## src/rtl/hash_host_if.sv

```systemverilog
// Host-side adapter for the hash cores: packs BUS_W-bit host words into a message
// block, starts the core, and returns the digest one word per fetch.
module hash_host_if #(
  parameter int BUS_W       = 16,
  parameter int MSG_BITS    = 256,
  parameter int DIGEST_BITS = 256
) (
  input  logic                   clk,
  input  logic                   rst_n,
  input  logic                   init,
  input  logic                   load,
  input  logic                   fetch,
  input  logic [BUS_W-1:0]       idata,
  output logic                   ack,
  output logic [BUS_W-1:0]       odata,
  input  logic                   busy,
  input  logic [DIGEST_BITS-1:0] digest,
  output logic                   init_r,
  output logic                   en,
  output logic [MSG_BITS-1:0]    idata_blk,
  output logic                   err
);

  localparam int MW = MSG_BITS / BUS_W;
  localparam int DW = DIGEST_BITS / BUS_W;
  localparam int WW = (MW > 1) ? $clog2(MW) : 1;
  localparam int RW = (DW > 1) ? $clog2(DW) : 1;

  typedef enum logic [2:0] {
    IDLE  = 3'd0,
    CAP   = 3'd1,
    START = 3'd2,
    EXEC  = 3'd3,
    FETCH = 3'd4,
    RESP  = 3'd5
  } state_t;

  state_t          r_state;
  state_t          w_nextState;
  logic            r_load;
  logic            r_fetch;
  logic [WW-1:0]   r_wrCnt;
  logic [RW-1:0]   r_rdCnt;
  logic [BUS_W-1:0] w_dWords [DW];

  // Word 0 of the digest is its most significant BUS_W bits.
  for (genvar g = 0; g < DW; g++) begin : g_dword
    assign w_dWords[g] = digest[DIGEST_BITS-1-g*BUS_W -: BUS_W];
  end

  always_ff @(posedge clk or negedge rst_n) begin
    if (!rst_n) begin
      init_r  <= 1'b0;
      r_load  <= 1'b0;
      r_fetch <= 1'b0;
    end else begin
      init_r  <= init;
      r_load  <= load;
      r_fetch <= fetch;
    end
  end

  always_ff @(posedge clk or negedge rst_n) begin
    if (!rst_n) r_state <= IDLE;
    else        r_state <= w_nextState;
  end

  always_comb begin
    w_nextState = r_state;
    en          = 1'b0;
    if (init_r) begin
      w_nextState = IDLE;
    end else begin
      case (r_state)
        IDLE: begin
          if (r_load)                w_nextState = CAP;
          else if (r_fetch && !busy) w_nextState = FETCH;
        end
        CAP:   w_nextState = (r_wrCnt == WW'(MW - 1)) ? START : IDLE;
        START: begin
          if (!busy) begin
            en          = 1'b1;
            w_nextState = EXEC;
          end
        end
        EXEC:  if (!busy) w_nextState = IDLE;
        FETCH: w_nextState = RESP;
        RESP:  w_nextState = IDLE;
        default: w_nextState = IDLE;
      endcase
    end
  end

  // Loads arriving while the core is being started or is running are lost, so flag them.
  always_ff @(posedge clk or negedge rst_n) begin
    if (!rst_n) begin
      ack       <= 1'b0;
      odata     <= '0;
      idata_blk <= '0;
      err       <= 1'b0;
      r_wrCnt   <= '0;
      r_rdCnt   <= '0;
    end else begin
      ack <= 1'b0;
      if (init_r) begin
        r_wrCnt <= '0;
        r_rdCnt <= '0;
        err     <= 1'b0;
      end else begin
        case (r_state)
          CAP: begin
            idata_blk <= MSG_BITS'({idata_blk, idata});
            r_wrCnt   <= (r_wrCnt == WW'(MW - 1)) ? '0 : r_wrCnt + WW'(1);
            ack       <= 1'b1;
          end
          FETCH: begin
            odata   <= w_dWords[r_rdCnt];
            r_rdCnt <= (r_rdCnt == RW'(DW - 1)) ? '0 : r_rdCnt + RW'(1);
            ack     <= 1'b1;
          end
          START, EXEC: if (r_load) err <= 1'b1;
          default: ;
        endcase
      end
    end
  end

endmodule
```

## config.mk

```make
export PLATFORM = sky130hd
export DESIGN_NAME = hash_host_if
export DESIGN_NICKNAME = d
export VERILOG_FILES = /design/src/rtl/hash_host_if.sv
export SDC_FILE = /design/constraint.sdc
export NUM_CORES = 1
export LEC_CHECK = 0
export BUFFER_PORTS_ARGS = -buffer_cell sky130_fd_sc_hd__buf_2
export CORE_AREA = 2 2 218 220
export CTS_CLUSTER_DIAMETER = 60
export CTS_CLUSTER_SIZE = 10
export DETAILED_ROUTE_END_ITERATION = 10
export DIE_AREA = 0 0 220 222
export GPL_TIMING_DRIVEN = 0
export SETUP_SLACK_MARGIN = 0.4
export SLEW_MARGIN = 20
export SYNTH_ARGS = -nofsm -noshare
export SYNTH_HDL_FRONTEND = slang
export SYNTH_SLANG_ARGS = --single-unit
export TNS_END_PERCENT = 30
```

## constraint.sdc

```tcl
create_clock -name clk -period 1.8 [get_ports clk]
set_input_delay 0 -clock clk [delete_from_list [all_inputs] [get_ports clk]]
set_output_delay 0 -clock clk [all_outputs]
set_load 0.05 [all_outputs]
```

==> impl_metrics.py, run 1 <==
metrics = {
    "cells_and_area": {
        "seq_area_um2": 7211,
        "multi_input_area_um2": 5555,
        "fin_nets": 2410,
        "fillCellCount": 4379,
        "area_delta_synth_final_pct": 61.58,
        "drive_above_1_share": 0.4099,
        "stdcell_count": 2753,
    },
    "synthesis": {
        "netlist_area_um2": 12930,
        "yosysTopAreaCell": "dfrtp_1",
        "synth-simple-area-share": 0.2489,
        "yosysMostFrequentCell": "nand2_1",
        "synthTopCellsByCount": "793 x nand2_1, 288 x dfrtp_1, 54 x mux4_2",
        "synth-xor-area-share": 0.002032,
        "synth_seq_area_share": 0.5574,
        "synth_compound_area_frac": 0.02593,
        "yosys.cell_types.count": 44,
        "synth-seq-cells": 288,
        "yosys-top-cells-area": "dfrtp_1 56%, nand2_1 23%, mux4_2 9.4%",
        "synth.avg_cell_area_um2": 9.700,
        "synth_top_family_by_area": "simple AND/OR/NAND/NOR gates",
        "syn_inst": 1333,
        "synthArstFlopShare": 1.000,
        "muxShareOfSynthArea": 0.1276,
        "synthAdderAreaFrac": 0.001935,
        "synth_edf_count": 0,
        "syn-num-nets": 1613,
        "synth_ff_type": "dfrtp_1",
        "yosys_warnings": 0,
        "yosysTopAreaCellShare": 0.5574,
    },
    "outcome": {
        "status": "complete, but fails checks",
        "violations": "setup timing",
    },
    "clock_tree": {
        "cts_max_path_buffers": 3,
        "cts_sinks": 288,
        "cts-root-buf": "clkbuf_16",
        "htree_levels": 2,
        "path_clk_slew_ns": 0.06,
        "cts_tree": "yes",
        "clk_latency_ns": 0.54,
        "cts_buffers": 40,
    },
    "global_routing": {
        "grt_pass1_vias": 13491,
        "grt-ovfl-total": 0,
        "grt_pass1_wl_um": 81390,
        "grt_max_degree": 100,
        "grt_antenna_before_repair": 4,
        "grt_usage": 0.2199,
    },
    "timing": {
        "min_period_over_period": 1.050,
        "slew_headroom": 0.6359,
        "finClkSkew_ns": 0.01841,
        "max_slew.worst_pin.slew_ns": 0.5462,
        "fmax_mhz": 528.9,
        "layout_setup_ws_ns": -0.09061,
        "setup_viol": 151,
        "hold_violations": 0,
        "finalCriticalPeriod_ns": 1.891,
        "slew_viol_final": 0,
        "whs_ns": 0.02350,
        "grt_setup_unrepaired": "true",
    },
    "routing": {
        "wl_um": 54620,
        "via_per_inst": 4.697,
        "wl_per_cell_um": 19.84,
        "drt_iter0_drc": 860,
        "antenna_left": 0,
        "drc": 0,
        "dr.pass1.iters": 5,
        "via_count": 12930,
    },
    "setup_path": {
        "cp_data_required_time_ns": 2.27,
        "path_cells": "buf_6, or3b_4, nor2_4, buf_12, buf_6, buf_4, buf_12, clkbuf_16, nand2_1, nand2_1",
        "critPathKind": "reg2reg",
        "cp.arrival_ns": 2.36,
        "critPathTopFamily": "buffers and inverters",
        "slowest_delay_ns": 0.39,
        "end_kind": "register",
        "slowest_stage": "or3b_4",
        "start_kind": "register",
        "critPathBufInv": 6,
        "crit_fanout": 8,
    },
    "min_path": {
        "worstHoldPathType": "in2reg",
    },
    "power": {
        "leakage_nw": 11.39,
        "vdd_ir_drop_max_mv": 1.064,
        "p_per_area_nw_per_um2": 1127,
    },
    "die": {
        "std_cell_rows": 79,
        "die_h_um": 222,
        "core-area_um2": 46260,
        "die_area_um2": 48840,
        "fp.dieW_um": 220,
        "start_util": 0.2795,
        "num_io_pins": 554,
    },
    "flow_run": {
        "cap_violations": 0,
    },
    "place": {
        "port_buffers": 553,
        "post-dp-hpwl_um": 39720,
        "place.gp.congestion": 0.9431,
        "dp_slack_ns": -0.6491,
        "place_inst": 2496,
    },
}
layout by cell type (no fill, tap or decap), drive strengths merged, types with 3 or more instances in the layout:
cell           n
clkbuf        73
nand2        793
xor2           3
dfrtp        288
o211ai         7
nor3b          3
bufbuf         6
inv            7
dlygate4sd3  141
and3           8
o21ai          3
mux4          64
mux2i          7
clkinv         3
buf          660
a21oi          5
a31oi          8
mux2           9
nor2           8
a22oi         18
diode          4
clkinvlp       3
sequential cells by signal (all words and copies together), names as in the netlist, 3 cells and up:
signal / flops
idata_blk: 256
odata: 16
r_rdCnt: 4
r_wrCnt: 4
r_state: 3
worst register-to-register path, delay by kind of cell (launching register included):
| family | cells | cell delay (ns) |
|---|---|---|
| buf+inv | 6 | 0.82 |
| flops | 1 | 0.38 |
| simple gates | 4 | 0.64 |
kinds of logic after synthesis:
kind of cell,after synthesis
xor gates and xnor gates,3
and+or+nand+nor,827
muxes,80
buffers and inverters,85
DFF,288
AOI/OAI and AO/OA,48
adders and majority gates,2
layout make-up:
| class | instances | area share |
|---|---|---|
| Clock inverter | 12 | 0.006228 |
| Sequential cell | 288 | 0.3451 |
| Timing Repair Buffer | 755 | 0.2528 |
| Antenna cell | 4 | 0.0004791 |
| Inverter | 2 | 0.0003593 |
| Buffer | 83 | 0.04444 |
| Clock buffer | 42 | 0.04827 |
| Multi-Input combinational cell | 960 | 0.2659 |
| Tap cell | 607 | 0.03635 |
timing repair:
action,in CTS,in global routing
hold buffers,141,0
setup endpoints to repair,278,282
pin swaps,18,31
endpoints found under the hold margin,243,0
cloned,17,3
setup buffers,30,8
resized for setup,186,55
through the flow:
stage	setup TNS (ns)	total power, mW	instance area [um^2]	util
2_1_floorplan	0	13.45	12960	-
3_3_place_gp	-1441.38	15.83	16490	0.3564
3_5_place_dp	-104.70	15.94	16580	0.3584
4_1_cts	-8.179	23.65	20560	0.4444
5_1_grt	-20.49	24.56	20890	0.4516
6_report	-6.633	23.54	20890	0.4516
routing by layer:
metal	vias up	share of wire	GRT usage
li1	5931	-	-
met1	6345	0.41	0.2762
met2	541	0.47	0.3574
met3	109	0.086	0.07051
met4	4	0.023	0.06841
met5	-	0.0016	0.01111
power breakdown:
| group | switching [mW] | leakage, nW | total [mW] | internal, mW |
|---|---|---|---|---|
| registers | 1.06 | 3.86 | 8.62 | 7.56 |
| logic | 5.71 | 6.98 | 7.87 | 2.16 |
| clock network | 2.88 | 0.548 | 7.05 | 4.17 |
worst paths after layout:
check | startpoint | end | slack [ns] | depth (start not counted)
worst min register to register | idata_blk[246] | idata_blk[246] | 0.47 | 2
min in group asynchronous | rst_n | idata_blk[181] | 0.07 | 3
worst max-delay path | r_state[1] | idata_blk[5] | -0.09 | 10
worst min-delay path | digest[141] | odata[13] | 0.02 | 4
max in group asynchronous | rst_n | r_state[2] | 0.79 | 4
worst max register to register | r_state[1] | idata_blk[5] | -0.09 | 10
No activity file was read; power rests on OpenSTA's default activity.
==> run 2: changes to the inputs <==
--- a/config.mk
+++ b/config.mk
@@ -6,12 +6,15 @@
 export NUM_CORES = 1
 export LEC_CHECK = 0
 export BUFFER_PORTS_ARGS = -buffer_cell sky130_fd_sc_hd__buf_2
-export CORE_AREA = 2 2 218 220
+export CELL_PAD_IN_SITES_DETAIL_PLACEMENT = 1
+export CELL_PAD_IN_SITES_GLOBAL_PLACEMENT = 1
+export CORE_AREA = 2 2 217 219
 export CTS_CLUSTER_DIAMETER = 60
 export CTS_CLUSTER_SIZE = 10
 export DETAILED_ROUTE_END_ITERATION = 10
-export DIE_AREA = 0 0 220 222
+export DIE_AREA = 0 0 219 221
 export GPL_TIMING_DRIVEN = 0
+export PLACE_DENSITY_LB_ADDON = 0.1
 export SETUP_SLACK_MARGIN = 0.4
 export SLEW_MARGIN = 20
 export SYNTH_ARGS = -nofsm -noshare
==> run 2 against run 1 <==
Compared with the run above:
- the flow finishes with violations (hold timing, setup timing)
- fmax up 0.12%
- via count down 0.48%
- total power grew 1.4%
- wire length is 7.3% higher
- flip-flop and latch count unchanged
- critical endpoint is now odata[0]
- highest routed layer is now met4
==> impl_metrics.py, run 2 (same netlist as run 1, synthesis figures left out) <==
metrics = {
    "timing": {
        "finalCriticalPeriod_ns": 1.888,
        "grt_setup_unrepaired": "true",
        "setup_viol": 26,
        "slew_headroom": 0.6472,
        "fmax_mhz": 529.6,
        "layout_setup_ws_ns": -0.08838,
        "slew_viol_final": 0,
        "max_slew.worst_pin.slew_ns": 0.5291,
        "hold_violations": 2,
        "min_period_over_period": 1.049,
        "finClkSkew_ns": 0.01437,
        "whs_ns": -0.003135,
    },
    "power": {
        "vdd_ir_drop_max_mv": 0.7025,
        "power_mw": 23.86,
        "p_per_area_nw_per_um2": 1093,
        "leakage_nw": 12.18,
    },
    "routing": {
        "drc": 0,
        "highest_layer": "met4",
        "drt_iter0_drc": 516,
        "wl_per_cell_um": 21.18,
        "wl_um": 58590,
        "antenna_left": 0,
        "dr.pass1.iters": 4,
        "route.met3.wl_um": 3977,
        "via_per_inst": 4.652,
        "wl_met1_um": 22830,
        "wl_met2_um": 29860,
        "via_count": 12868,
    },
    "setup_path": {
        "rr_endpoint": "odata[0]",
        "slowest_stage": "mux4_2",
        "cp_data_required_time_ns": 2.22,
        "crit_fanout": 10,
        "critPathTopFamily": "multiplexers",
        "end_kind": "register",
        "worstRegToRegCells": 6,
        "path_cells": "buf_6, buf_12, mux4_2, mux2_4, a22oi_2, nand2_1",
        "critPathKind": "reg2reg",
        "cp.arrival_ns": 2.31,
        "start_kind": "register",
        "crit_start": "r_rdCnt[0]",
        "r2r_start": "r_rdCnt[0]",
        "endpoint": "odata[0]",
        "regToRegSetupSlack_ns": -0.09,
        "critPathBufInv": 2,
        "cp.depth": 6,
        "slowest_delay_ns": 0.55,
    },
    "cells_and_area": {
        "mostFrequentLayoutCells": "558 x buf_2, 544 x nand2_1, 286 x dfrtp_1",
        "largest_reg_flops": 256,
        "drive_above_1_share": 0.5100,
        "top_register": "idata_blk",
        "fin_nets": 2419,
        "reg.largest.list": "idata_blk: 256 flops, odata: 16 flops",
        "area_delta_synth_final_pct": 68.85,
        "stdcell_count": 2766,
        "final_common_cell": "buf_2",
        "stdcell_area_um2": 21830,
    },
    "clock_tree": {
        "path_clk_slew_ns": 0.06,
        "cts_buffers": 37,
        "cts_max_path_buffers": 3,
        "htree_levels": 2,
        "clk_latency_ns": 0.54,
        "cts-root-buf": "clkbuf_16",
        "cts_sinks": 288,
        "cts_tree": "yes",
    },
    "global_routing": {
        "grt-ovfl-total": 0,
        "grt_antenna_before_repair": 4,
        "grt_pass1_wl_um": 87130,
        "grt_max_degree": 92,
        "grt_usage": 0.2376,
        "grt_pass1_vias": 14299,
    },
    "place": {
        "port_buffers": 553,
        "place_inst": 2496,
        "place_area_um2": 16580,
        "place.gp.congestion": 0.9221,
        "post-dp-hpwl_um": 41680,
    },
    "flow_run": {
        "cap_violations": 0,
    },
    "die": {
        "die_area_um2": 48400,
        "start_util": 0.2807,
        "die_h_um": 221,
        "fp.dieW_um": 219,
        "std_cell_rows": 79,
        "core-area_um2": 46060,
        "num_io_pins": 554,
    },
    "min_path": {
        "worstHoldPathType": "in2async",
    },
    "outcome": {
        "status": "complete, but fails checks",
        "violations": "hold timing, setup timing",
    },
}
## run 2: changes by cell type in the layout (fill, tap and decap cells not counted), sizes merged
cell         delta
dlygate4sd3     +8
clkinv          -1
clkinvlp        -3
buf             +2
inv             -4
bufbuf          -6
clkbuf         +17
## run 2: how the worst min path moves through the flow
stage                from        endpoint  depth (start not counted)
finish              rst_n  idata_blk[246]                          2
CTS                 rst_n  idata_blk[246]                          2
global route        rst_n  idata_blk[246]                          2
floorplan           rst_n             ack                          0
detailed placement  rst_n  idata_blk[245]                          1
global placement     load          r_load                          1
## run 2: power breakdown
group | internal (mW) | leakage [nW] | switching (mW)
sequential | 7.56 | 3.86 | 1.08
combinational | 2.24 | 7.77 | 5.95
clock | 4.22 | 0.546 | 2.81
## run 2: per-layer routing
layer  vias up  global-route usage
met5         -                   0
met4         0             0.08784
met3       102             0.06089
met2       427              0.4115
met1      6399              0.2823
li1       5940                   -
## run 2: cell type report
type                       count  area, um^2
inverter                       2       7.507
fill                        5209       24230
antenna                        4       10.01
buffer                        83       991.0
clock buffer                  51        1061
clock inverter                 4       56.30
timing repair buffer         767        5500
multi-input combinational    960        6237
sequential                   288        7209
tap                          607       759.5
## run 2: through the flow
step                hold WS (ns)  utilization  setup slack (ns)  setup TNS (ns)
floorplan                -0.2956            -           0.05508               0
global placement          0.1102       0.3579            -5.746        -1554.80
detailed placement      -0.02282       0.3599           -0.6226          -74.14
CTS                     -0.01671       0.4534          -0.09825          -1.434
global route             0.02324       0.4739           -0.1677          -8.770
finish                 -0.003135       0.4740          -0.08838         -0.9835
## run 2: timing repair
item	CTS	global route
pin swaps	162	164
hold buffers	149	0
gates cloned	17	10
hold endpoints to repair	234	0
setup buffers	28	7
setup endpoints to repair	280	281
gates resized for setup	332	190
==> run 3: changes to the inputs <==
--- a/config.mk
+++ b/config.mk
@@ -15,6 +15,7 @@
 export DIE_AREA = 0 0 219 221
 export GPL_TIMING_DRIVEN = 0
 export PLACE_DENSITY_LB_ADDON = 0.1
+export REMOVE_ABC_BUFFERS = 1
 export SETUP_SLACK_MARGIN = 0.4
 export SLEW_MARGIN = 20
 export SYNTH_ARGS = -nofsm -noshare
==> run 3 against run 2 <==
Compared with the run above:
- critical endpoint is now odata[1]
- register-to-register slack lost 0.08 ns
- cell count grew 0.36%
- worst setup slack worse by 0.077 ns
- worst hold slack lost 0.56 ns
- largest cell class unchanged
- final area up 5.7%
- clock-buffer cell count unchanged
- largest power group unchanged
- die area unchanged
- via count rose by 2.4%
- the flow still finishes with violations (hold timing, setup timing)
- clock skew is 0.0027 ns lower
- flip-flop and latch count unchanged
- global-route usage grew 0.71 points
==> impl_metrics.py, run 3 (same netlist as run 1, synthesis figures left out) <==
metrics = {
    "clock_tree": {
        "htree_levels": 2,
        "clk_latency_ns": 0.54,
        "hold_buffers": 133,
        "path_clk_slew_ns": 0.05,
        "cts_tree": "yes",
        "cts_max_path_buffers": 3,
        "cts_sinks": 288,
        "cts-root-buf": "clkbuf_16",
        "cts_buffers": 39,
    },
    "cells_and_area": {
        "area_delta_synth_final_pct": 78.56,
        "stdcell_area_um2": 23090,
        "top_register": "idata_blk",
        "mostFrequentLayoutCells": "551 x buf_2, 449 x nand2_1, 281 x dfrtp_1",
        "drive_above_1_share": 0.5700,
        "final_common_cell": "buf_2",
        "stdcell_count": 2776,
        "reg.largest.list": "idata_blk: 256 flops, odata: 16 flops",
        "largest_reg_flops": 256,
        "fin_nets": 2419,
    },
    "global_routing": {
        "grt_util_met3": 0.05017,
        "grt_antenna_before_repair": 18,
        "grt_pass1_vias": 13826,
        "use_met2": 0.4451,
        "grt_max_degree": 86,
        "grt_pass1_wl_um": 88710,
        "grt_usage": 0.2447,
        "grt-ovfl-total": 0,
        "top_usage_layer": "met2",
        "met1_usage": 0.2785,
    },
    "die": {
        "std_cell_rows": 79,
        "fp.dieW_um": 219,
        "die_h_um": 221,
        "num_io_pins": 554,
        "start_util": 0.2807,
        "die_area_um2": 48400,
        "core-area_um2": 46060,
    },
    "timing": {
        "setup_viol": 31,
        "hold_violations": 115,
        "finalCriticalPeriod_ns": 1.965,
        "slew_headroom": 0.5416,
        "whs_ns": -0.5644,
        "layout_setup_ws_ns": -0.1652,
        "min_period_over_period": 1.092,
        "finClkSkew_ns": 0.01167,
        "slew_viol_final": 0,
        "max_slew.worst_pin.slew_ns": 0.6876,
        "grt_setup_unrepaired": "true",
        "fmax_mhz": 508.9,
    },
    "setup_path": {
        "start_kind": "register",
        "r2r_start": "r_rdCnt[0]",
        "crit_fanout": 5,
        "cp_data_required_time_ns": 2.22,
        "crit_start": "r_rdCnt[0]",
        "critPathKind": "reg2reg",
        "regToRegSetupSlack_ns": -0.17,
        "worstRegToRegCells": 6,
        "end_kind": "register",
        "rr_endpoint": "odata[1]",
        "cp.arrival_ns": 2.39,
    },
    "outcome": {
        "status": "complete, but fails checks",
        "violations": "hold timing, setup timing",
    },
    "routing": {
        "dr.pass1.iters": 6,
        "antenna_left": 0,
        "via_per_inst": 4.748,
        "drc": 0,
        "via_count": 13180,
        "wl_per_cell_um": 22.86,
        "wl_um": 63460,
        "drt_iter0_drc": 645,
    },
    "power": {
        "vdd_ir_drop_max_mv": 0.6076,
        "leakage_nw": 12.76,
        "p_per_area_nw_per_um2": 1098,
    },
    "place": {
        "place.gp.congestion": 0.9461,
        "place_inst": 2429,
        "port_buffers": 553,
        "place_area_um2": 16540,
        "dp_slack_ns": -0.8527,
        "post-dp-hpwl_um": 38490,
    },
    "min_path": {
        "worstHoldPathType": "in2async",
    },
    "flow_run": {
        "cap_violations": 0,
    },
}
run 3: critical path: stages, from the launching register on:
cell	delay, ns
dfrtp_4	0.43
buf_12	0.15
buf_16	0.14
mux4_1	0.55
mux2_2	0.30
a22oi_1	0.18
nand2_1	0.09
run 3: how the worst max path moves through the flow:
stage | end | slack [ns]
final | odata[1] | -0.17
after global routing | odata[1] | -0.21
after CTS | odata[2] | -0.10
after detailed placement | odata[15] | -0.85
after global placement | idata_blk[34] | -8.45
after floorplan | idata_blk[0] | -4.12
run 3: area by class of cell:
type	instances	area, um^2
multi-input combinational	964	6755
fill	5111	22970
inverter	2	10.01
sequential	288	7226
antenna	11	27.53
clock inverter	9	173.9
tap	607	759.5
timing repair buffer	844	7002
clock buffer	51	1134
run 3: power by group:
part | internal, mW | total (mW) | switching, mW | leakage, nW
clock network | 5.09 | 8.06 | 2.98 | 0.646
logic | 2.42 | 8.63 | 6.20 | 8.27
registers | 7.56 | 8.66 | 1.10 | 3.85
total | 15.1 | 25.3 | 10.3 | 12.8
run 3: through the flow:
step / power, mW / hold slack (ns) / utilization / TNS [ns]
3_3_place_gp: 15.93 / 0.1103 / 0.3473 / -3580.16
2_1_floorplan: 13.41 / -0.2956 / - / -1097.33
5_1_grt: 26.40 / -0.5398 / 0.5012 / -5.241
4_1_cts: 25.05 / -0.5416 / 0.4581 / -3.586
6_report: 25.35 / -0.5644 / 0.5012 / -1.780
3_5_place_dp: 16.05 / 0.04523 / 0.3590 / -169.20
run 3: timing repair:
action | CTS | global route
pin swaps | 207 | 270
setup buffers | 56 | 33
setup endpoints to repair | 284 | 284
gates cloned | 30 | 24
resized for setup | 211 | 355
endpoints found under the hold margin | 117 | 79
run 3: layer usage:
layer / wire [um] / up-vias
met5: 0 / -
met3: 3430 / 134
met4: 2782 / 0
met1: 23920 / 6644
met2: 33330 / 421
li1: - / 5981
